`src/rtl/cpu_pkg.sv`:
```
// Shared CPU definitions: control-word bit masks, trace classes, record layout.
package cpu_pkg;
    localparam int STEP_MAX = 6;
    localparam int CTRL_W   = 17;

    typedef logic [CTRL_W-1:0] ctrl_t;

    // Control-word masks, one bit each, MSB first.
    localparam ctrl_t C_OUT_EN    = 17'h10000;
    localparam ctrl_t C_ALU_FLAGS = 17'h08000;
    localparam ctrl_t C_ALU_SUB   = 17'h04000;
    localparam ctrl_t C_ALU_OUT   = 17'h02000;
    localparam ctrl_t C_RAM_W     = 17'h01000;
    localparam ctrl_t C_RAM_R     = 17'h00800;
    localparam ctrl_t C_MAR_R     = 17'h00400;
    localparam ctrl_t C_I_W       = 17'h00200;
    localparam ctrl_t C_I_R       = 17'h00100;
    localparam ctrl_t C_B_W       = 17'h00080;
    localparam ctrl_t C_B_R       = 17'h00040;
    localparam ctrl_t C_A_W       = 17'h00020;
    localparam ctrl_t C_A_R       = 17'h00010;
    localparam ctrl_t C_PC_JUMP   = 17'h00008;
    localparam ctrl_t C_PC_INC    = 17'h00004;
    localparam ctrl_t C_PC_OUT    = 17'h00002;
    localparam ctrl_t C_CLK_HALT  = 17'h00001;

    // Fetch microstep is exactly PC onto the bus, latched by the MAR.
    localparam ctrl_t FETCH_SIG = C_PC_OUT | C_MAR_R;
    // Every control line that drives the shared bus.
    localparam ctrl_t BUS_DRIVERS = C_PC_OUT | C_A_W | C_B_W | C_I_W | C_RAM_W | C_ALU_OUT;

    typedef enum logic [3:0] {
        CLS_UNKNOWN = 4'h0,
        CLS_LOADA   = 4'h1,
        CLS_ADD     = 4'h2,
        CLS_SUB     = 4'h3,
        CLS_STOREA  = 4'h4,
        CLS_LOAD_IM = 4'h5,
        CLS_JUMP    = 4'h6,
        CLS_NOP     = 4'h9,
        CLS_OUT     = 4'hE,
        CLS_HALT    = 4'hF
    } trace_cls_e;

    typedef struct packed {
        trace_cls_e  cls;
        logic [3:0]  pc;
        logic [7:0]  opnd;
    } trace_rec_t;
endpackage

```
`src/rtl/trace_fifo.sv`:
```
// Synchronous FIFO with first-word fall-through; rdata reads 0 when empty.
module trace_fifo #(
    parameter int DEPTH = 8,
    parameter int W     = 16
) (
    input  logic         clk,
    input  logic         rst,
    input  logic         push,
    input  logic [W-1:0] wdata,
    input  logic         pop,
    output logic [W-1:0] rdata,
    output logic         empty,
    output logic         full
);
    localparam int AW = $clog2(DEPTH);

    logic [AW:0]               wr_q, wr_d, rd_q, rd_d;
    logic [DEPTH-1:0][W-1:0]   mem_q, mem_d;
    logic                      do_push, do_pop;

    // Pointer/storage next-state; a push into a full FIFO is accepted only alongside a pop.
    always_comb begin
        empty   = (wr_q == rd_q);
        full    = (wr_q[AW] != rd_q[AW]) && (wr_q[AW-1:0] == rd_q[AW-1:0]);
        do_pop  = pop && !empty;
        do_push = push && (!full || do_pop);
        rdata   = empty ? '0 : mem_q[rd_q[AW-1:0]];
        mem_d   = mem_q;
        wr_d    = wr_q;
        rd_d    = rd_q;
        if (do_push) begin
            mem_d[wr_q[AW-1:0]] = wdata;
            wr_d = wr_q + 1'b1;
        end
        if (do_pop) rd_d = rd_q + 1'b1;
    end

    // State registers.
    always_ff @(posedge clk or negedge rst) begin
        if (!rst) begin
            wr_q  <= '0;
            rd_q  <= '0;
            mem_q <= '0;
        end else begin
            wr_q  <= wr_d;
            rd_q  <= rd_d;
            mem_q <= mem_d;
        end
    end
endmodule

```
`src/rtl/ctrl_trace_decoder.sv`:
```
// Passive monitor of the microcode control word: rebuilds each executed
// instruction into a 16-bit trace record and queues it for a consumer.
module ctrl_trace_decoder #(
    parameter int FIFO_DEPTH = 8,
    parameter int STEP_MAX   = cpu_pkg::STEP_MAX
) (
    input  logic        clk,
    input  logic        rst,
    input  logic [16:0] ctrl,
    input  logic [7:0]  bus,
    output logic [15:0] trace_data,
    output logic        trace_valid,
    input  logic        trace_ready,
    output logic        err_contention,
    output logic        err_sync,
    output logic        err_overflow,
    output logic [7:0]  drop_count,
    input  logic        clear_err
);
    import cpu_pkg::*;

    localparam int SW = $clog2(STEP_MAX + 1);
    localparam logic [SW-1:0] S_0    = '0;
    localparam logic [SW-1:0] S_2    = SW'(2);
    localparam logic [SW-1:0] S_3    = SW'(3);
    localparam logic [SW-1:0] S_4    = SW'(4);
    localparam logic [SW-1:0] S_LAST = SW'(STEP_MAX);

    function automatic trace_cls_e classify(ctrl_t s2, ctrl_t s3, ctrl_t s4);
        ctrl_t alu = C_ALU_OUT | C_ALU_FLAGS | C_A_R;
        if (s2 == (C_I_W | C_MAR_R)) begin
            if (s3 == (C_RAM_W | C_A_R))                           return CLS_LOADA;
            if (s3 == (C_RAM_W | C_B_R) && s4 == alu)              return CLS_ADD;
            if (s3 == (C_RAM_W | C_B_R) && s4 == (alu | C_ALU_SUB)) return CLS_SUB;
            if (s3 == (C_A_W | C_RAM_R))                           return CLS_STOREA;
            return CLS_UNKNOWN;
        end
        if (s2 == (C_I_W | C_A_R))      return CLS_LOAD_IM;
        if (s2 == (C_I_W | C_PC_JUMP))  return CLS_JUMP;
        if (s2 == '0)                   return CLS_NOP;
        if (s2 == (C_A_W | C_OUT_EN))   return CLS_OUT;
        return CLS_UNKNOWN;
    endfunction

    // Operand as it appears in the record: immediates are only the low nibble.
    function automatic logic [7:0] rec_opnd(trace_cls_e c, logic [7:0] o);
        case (c)
            CLS_STOREA, CLS_NOP:               return 8'h00;
            CLS_LOADA, CLS_LOAD_IM, CLS_JUMP:  return {4'h0, o[3:0]};
            default:                           return o;
        endcase
    endfunction

    logic [SW-1:0] step_q, step_d;
    logic [3:0]    pc_q, pc_d;
    logic [7:0]    opnd_q, opnd_d;
    ctrl_t         sig2_q, sig2_d, sig3_q, sig3_d, sig4_q, sig4_d;
    logic          cont_inst_q, cont_inst_d, halted_q, halted_d;
    logic          err_cont_q, err_cont_d, err_sync_q, err_sync_d, err_ovf_q, err_ovf_d;
    logic [7:0]    drop_q, drop_d;
    logic          fetch, cont_now, sync_set, push, pop, drop, fifo_empty, fifo_full;
    trace_cls_e    cls;
    trace_rec_t    push_rec;

    // Step tracking, captures, record assembly and error bookkeeping.
    always_comb begin
        fetch       = (ctrl == FETCH_SIG);
        cont_now    = $countones(ctrl & BUS_DRIVERS) > 1;
        step_d      = step_q;
        pc_d        = pc_q;
        opnd_d      = opnd_q;
        sig2_d      = sig2_q;
        sig3_d      = sig3_q;
        sig4_d      = sig4_q;
        cont_inst_d = cont_inst_q;
        halted_d    = halted_q;
        sync_set    = 1'b0;
        push        = 1'b0;
        push_rec    = '0;
        cls = (cont_inst_q || cont_now) ? CLS_UNKNOWN : classify(sig2_q, sig3_q, sig4_q);
        if (!halted_q) begin
            if (fetch) begin
                // A fetch anywhere but step 0 restarts the instruction; the partial one never reaches the push step.
                sync_set    = (step_q != S_0);
                pc_d        = bus[3:0];
                cont_inst_d = 1'b0;
                step_d      = SW'(1);
            end else if (step_q == S_0) begin
                sync_set = 1'b1;
            end else begin
                cont_inst_d = cont_inst_q | cont_now;
                step_d      = (step_q == S_LAST) ? S_0 : step_q + SW'(1);
                case (step_q)
                    S_2: begin
                        sig2_d = ctrl;
                        opnd_d = bus;
                        if ((ctrl & C_CLK_HALT) != '0) begin
                            push     = 1'b1;
                            push_rec = '{cls: CLS_HALT, pc: pc_q, opnd: 8'h00};
                            halted_d = 1'b1;
                            step_d   = step_q;
                        end
                    end
                    S_3: sig3_d = ctrl;
                    S_4: begin
                        sig4_d = ctrl;
                        if ((ctrl & C_ALU_OUT) != '0) opnd_d = bus;
                    end
                    default: ;
                endcase
                if (step_q == S_LAST) begin
                    push     = 1'b1;
                    push_rec = '{cls: cls, pc: pc_q, opnd: rec_opnd(cls, opnd_q)};
                end
            end
        end
        pop  = trace_ready && !fifo_empty;
        drop = push && fifo_full && !pop;
        // clear_err wins over any error raised in the same cycle.
        err_cont_d = clear_err ? 1'b0 : (err_cont_q | cont_now);
        err_sync_d = clear_err ? 1'b0 : (err_sync_q | sync_set);
        err_ovf_d  = clear_err ? 1'b0 : (err_ovf_q | drop);
        drop_d     = clear_err ? 8'h00 : ((drop && drop_q != 8'hFF) ? drop_q + 8'h01 : drop_q);
    end

    // State registers.
    always_ff @(posedge clk or negedge rst) begin
        if (!rst) begin
            step_q      <= S_0;
            pc_q        <= '0;
            opnd_q      <= '0;
            sig2_q      <= '0;
            sig3_q      <= '0;
            sig4_q      <= '0;
            cont_inst_q <= 1'b0;
            halted_q    <= 1'b0;
            err_cont_q  <= 1'b0;
            err_sync_q  <= 1'b0;
            err_ovf_q   <= 1'b0;
            drop_q      <= '0;
        end else begin
            step_q      <= step_d;
            pc_q        <= pc_d;
            opnd_q      <= opnd_d;
            sig2_q      <= sig2_d;
            sig3_q      <= sig3_d;
            sig4_q      <= sig4_d;
            cont_inst_q <= cont_inst_d;
            halted_q    <= halted_d;
            err_cont_q  <= err_cont_d;
            err_sync_q  <= err_sync_d;
            err_ovf_q   <= err_ovf_d;
            drop_q      <= drop_d;
        end
    end

    trace_fifo #(.DEPTH(FIFO_DEPTH), .W(16)) u_fifo (
        .clk   (clk),
        .rst   (rst),
        .push  (push),
        .wdata (push_rec),
        .pop   (pop),
        .rdata (trace_data),
        .empty (fifo_empty),
        .full  (fifo_full)
    );

    assign trace_valid    = !fifo_empty;
    assign err_contention = err_cont_q;
    assign err_sync       = err_sync_q;
    assign err_overflow   = err_ovf_q;
    assign drop_count     = drop_q;
endmodule

```
`config.mk`:
```
export PLATFORM = sky130hd
export DESIGN_NAME = ctrl_trace_decoder
export DESIGN_NICKNAME = d
export VERILOG_FILES = /design/src/rtl/cpu_pkg.sv /design/src/rtl/trace_fifo.sv /design/src/rtl/ctrl_trace_decoder.sv
export SDC_FILE = /design/constraint.sdc
export NUM_CORES = 1
export LEC_CHECK = 0
export CAP_MARGIN = 20
export CORE_MARGIN = 1
export CORE_UTILIZATION = 46
export CTS_CLUSTER_SIZE = 12
export DETAILED_ROUTE_END_ITERATION = 8
export PLACE_DENSITY = 0.67
export SKIP_LAST_GASP = 1
export SYNTH_ARGS = -nofsm -noshare
export SYNTH_HDL_FRONTEND = slang
export SYNTH_HIERARCHICAL = 1
export SYNTH_SLANG_ARGS = --single-unit
```
`constraint.sdc`:
```
create_clock -name clk -period 3.6 [get_ports clk]
set_input_delay 0.54 -clock clk [delete_from_list [all_inputs] [get_ports clk]]
set_output_delay 0.54 -clock clk [all_outputs]
set_load 0.01 [all_outputs]
```
==> run metrics <==
Worst path max stage delay 0.50 ns; IO Pins between 50 and 60; Slew Viols, Final 0; FF-to-FF setup slack 0.44 ns; YS warnings 6; clock skew 0.0112 ns; Rows 54; diodes inserted 0; vias in the first global route 7091; Mapped Avg Cell Area 14.3 sq um; Sw Ratio ~26%; Reg2Reg Depth 8; # setup viols final 0; critical path class input port to flop; hold slack 0.0747 ns; Core Footprint roughly 22000 sq um; f_max 0.287 GHz; slowest CP cell fa_1; drt drc 5; worst min path class input port to asynchronous set/reset pin; CP delay by family, top adder cells; Clock Power Share around 43%; period utilization 97.0%; clock sinks between 200 and 250; Crit Path Max Fanout 8; outcome finished, violations left; CTS Hold Bufs 0; failing checks design-rule violations; Crit path arrival time 3.95 ns; Starting DRT DRC Count approximately 320; Clock Root Buffer clkbuf_16; CP startpoint kind input port; clock-pin slew on the worst setup and hold paths 0.06 ns; Yosys top cell area share 51.9%; IO Port Bufs 56; Worst Path Required 4.06 ns; most numerous cell on the critical path fa_1; Pleak 5.98 nW; htree depth 1; Pre-Repair DR Iteration Count 7; CTS tree done; Flop pwr share 42.1%; Max Cap Violations 0; asr flop ratio synth 100%; Combinational Power Share 14.6%; placed cells 1097; Sw Pwr around 0.0015 W; area grow syn2layout 22.2%; wirelength, routed about 24000 um; via/cell ratio 5.69; layout cell share with drive strength beyond 1 43.1%; final hold viol count 0; Final min period 3.49 ns; Synth area leader dfrtp_1; chip width ~150 um; post-synth cell types between 60 and 70; GRT Overall Usage 21.9%; CTS max path bufs 3; pwr dens 471 nW/um^2; Post-Syn Nets 764; pin count of the biggest net entering global routing 89; utilization after layout between 50% and 60%; initial core utilization 47.2%; GRT overflow 0; Synth Instances just over 700; Die H roughly 150 um; top cells by area, synth dfrtp_1, mux2_2, mux4_2, mux2_4, mux2i_1; post-DP HPWL 16500 um; fin cells 1147; Setup crit end kind flop; antenna-violating nets left 0; slew at the pin closest to its max-slew limit 0.757 ns; worst vdd rail ir drop 0.323 mV; Worst Path Buf+Inv 4; register area share after synthesis around half; setup TNS 0 ns; die area 23100 sq um; number of enable flip-flop cells after synthesis 0; relative slew slack 49.2%; clock latency on the worst-skew pair 0.52 ns; post-synthesis register bit count between 200 and 250; post-synthesis cell area 10400 sq um; R2R Path End u_fifo/mem_q[36]; gpl congestion 0.827; antenna violations before repair 0; post-detailed-route wirelength per cell between 20 and 25 um; first-pass GRT wire length roughly 40000 um; main flop type after synthesis dfrtp_1; CP Cell Sequence dlygate4sd2_1 > fa_1 > inv_1 > fa_1 > nor2b_2 > fa_1 > nor3_2 > nand4_1 > nand4b_1 > buf_4 > o211a_4 > nor4b_4 > buf_6 > mux2_4; vias roughly 6500; Reg-to-Reg Start u_fifo/wr_q[2]; Worst path depth 14; clock buffer count from CTS 25; nets 889; cell internal pwr about 0.0044 W
==> power by group through the flow <==
stage          Combinational [W]  Sequential [W]  Clock (W)
2_1_floorplan           0.000599         0.00251          0
3_3_place_gp            0.000844         0.00255          0
3_5_place_dp            0.000871         0.00255          0
4_1_cts                 0.000885         0.00251    0.00263
5_1_grt                 0.000932         0.00251    0.00274
6_report                0.000873         0.00251    0.00258
==> Yosys cell counts, types with 10 or more instances <==
cell type,number
a21oi_1,11
clkbuf_1,11
xor2_1,10
nor2_1,39
buf_2,10
nand2_1,19
nor3b_1,10
mux2i_1,16
inv_1,13
dfrtp_1,215
mux4_2,32
mux2_2,168
mux2_4,20
nand3_1,15
==> state kept, by name, summed over array words and instances, names as in the netlist, 8 cells and up <==
signal,cells
u_fifo/mem_q,128
sig2_q,17
sig3_q,17
sig4_q,17
drop_count,8
opnd_q,8
==> layout by cell type, fill, tap and decap left out, types with 15 or more instances in the layout <==
| cell | netlist | routed |
|---|---|---|
| dfrtp_1 | 215 | 214 |
| mux2_2 | 168 | 161 |
| buf_4 | 5 | 67 |
| clkdlybuf4s50_1 | 0 | 52 |
| nor2_1 | 39 | 38 |
| mux4_2 | 32 | 32 |
| mux2_4 | 20 | 27 |
| clkbuf_16 | 0 | 25 |
| nand2_1 | 19 | 19 |
| mux2i_1 | 16 | 16 |
| nand3_1 | 15 | 15 |
==> routing by layer <==
layer	routed length [um]	global-route usage (%)	part of all wire, %
met1	10800	29.4	44
met2	12000	37.5	49
met3	1040	2.97	4.3
met4	466	5.83	1.9
met5	0	0	0
==> stage by stage <==
stage               setup WS (ns)  power (W)  cell area, sq um
finish                      0.110    0.00597             12700
global placement           -0.649    0.00340             11800
detailed placement         -0.761    0.00342             11800
floorplan                 -0.0140    0.00311             10500
global route             -0.00419    0.00619             12700
CTS                       0.00498    0.00602             12600
==> worst max path at each step <==
stage | startpoint | end | slack (ns)
final | ctrl[9] | u_fifo/mem_q[69] | 0.11
after global routing | ctrl[9] | u_fifo/mem_q[69] | -0.004
after CTS | ctrl[5] | u_fifo/mem_q[21] | 0.005
after detailed placement | ctrl[1] | u_fifo/mem_q[22] | -0.76
after global placement | ctrl[1] | u_fifo/mem_q[21] | -0.65
after floorplan | ctrl[1] | u_fifo/mem_q[21] | -0.01
==> logic make-up after synthesis <==
logic type                 Yosys count  share of synthesized area (%)
muxes                              236                           29.7
DFF                                215                           51.9
and+or+nand+nor                    169                           10.4
buffers and inverters               45                           2.45
AOI/OAI and AO/OA                   35                           2.39
xor gates and xnor gates            17                           1.87
adders and majority gates            9                           1.30
==> worst register-to-register path, cell delays in order, from the launching register on <==
cell and delay, ns:
dfrtp_1 0.66, xor2_4 0.20, nor4b_2 0.37, and2b_1 0.31
nand2b_1 0.23, nor4_4 0.41, or4_1 0.22, buf_4 0.28
mux2_2 0.38
==> repair_timing <==
action	4_1_cts	5_1_grt
endpoints found under the setup margin	64	64
buffers inserted	4	2
hold endpoints to repair	0	0
pin swaps	6	7
gates resized for setup	6	6
==> cell type report <==
cell class / instances / area (sq um)
fill: 1721 / 9300
sequential: 215 / 5380
multi-input combinational: 466 / 4860
timing repair buffer: 130 / 1180
clock buffer: 36 / 697
tap: 280 / 350
clock inverter: 7 / 135
inverter: 13 / 48.8
No activity file was read; power rests on OpenSTA's default activity.
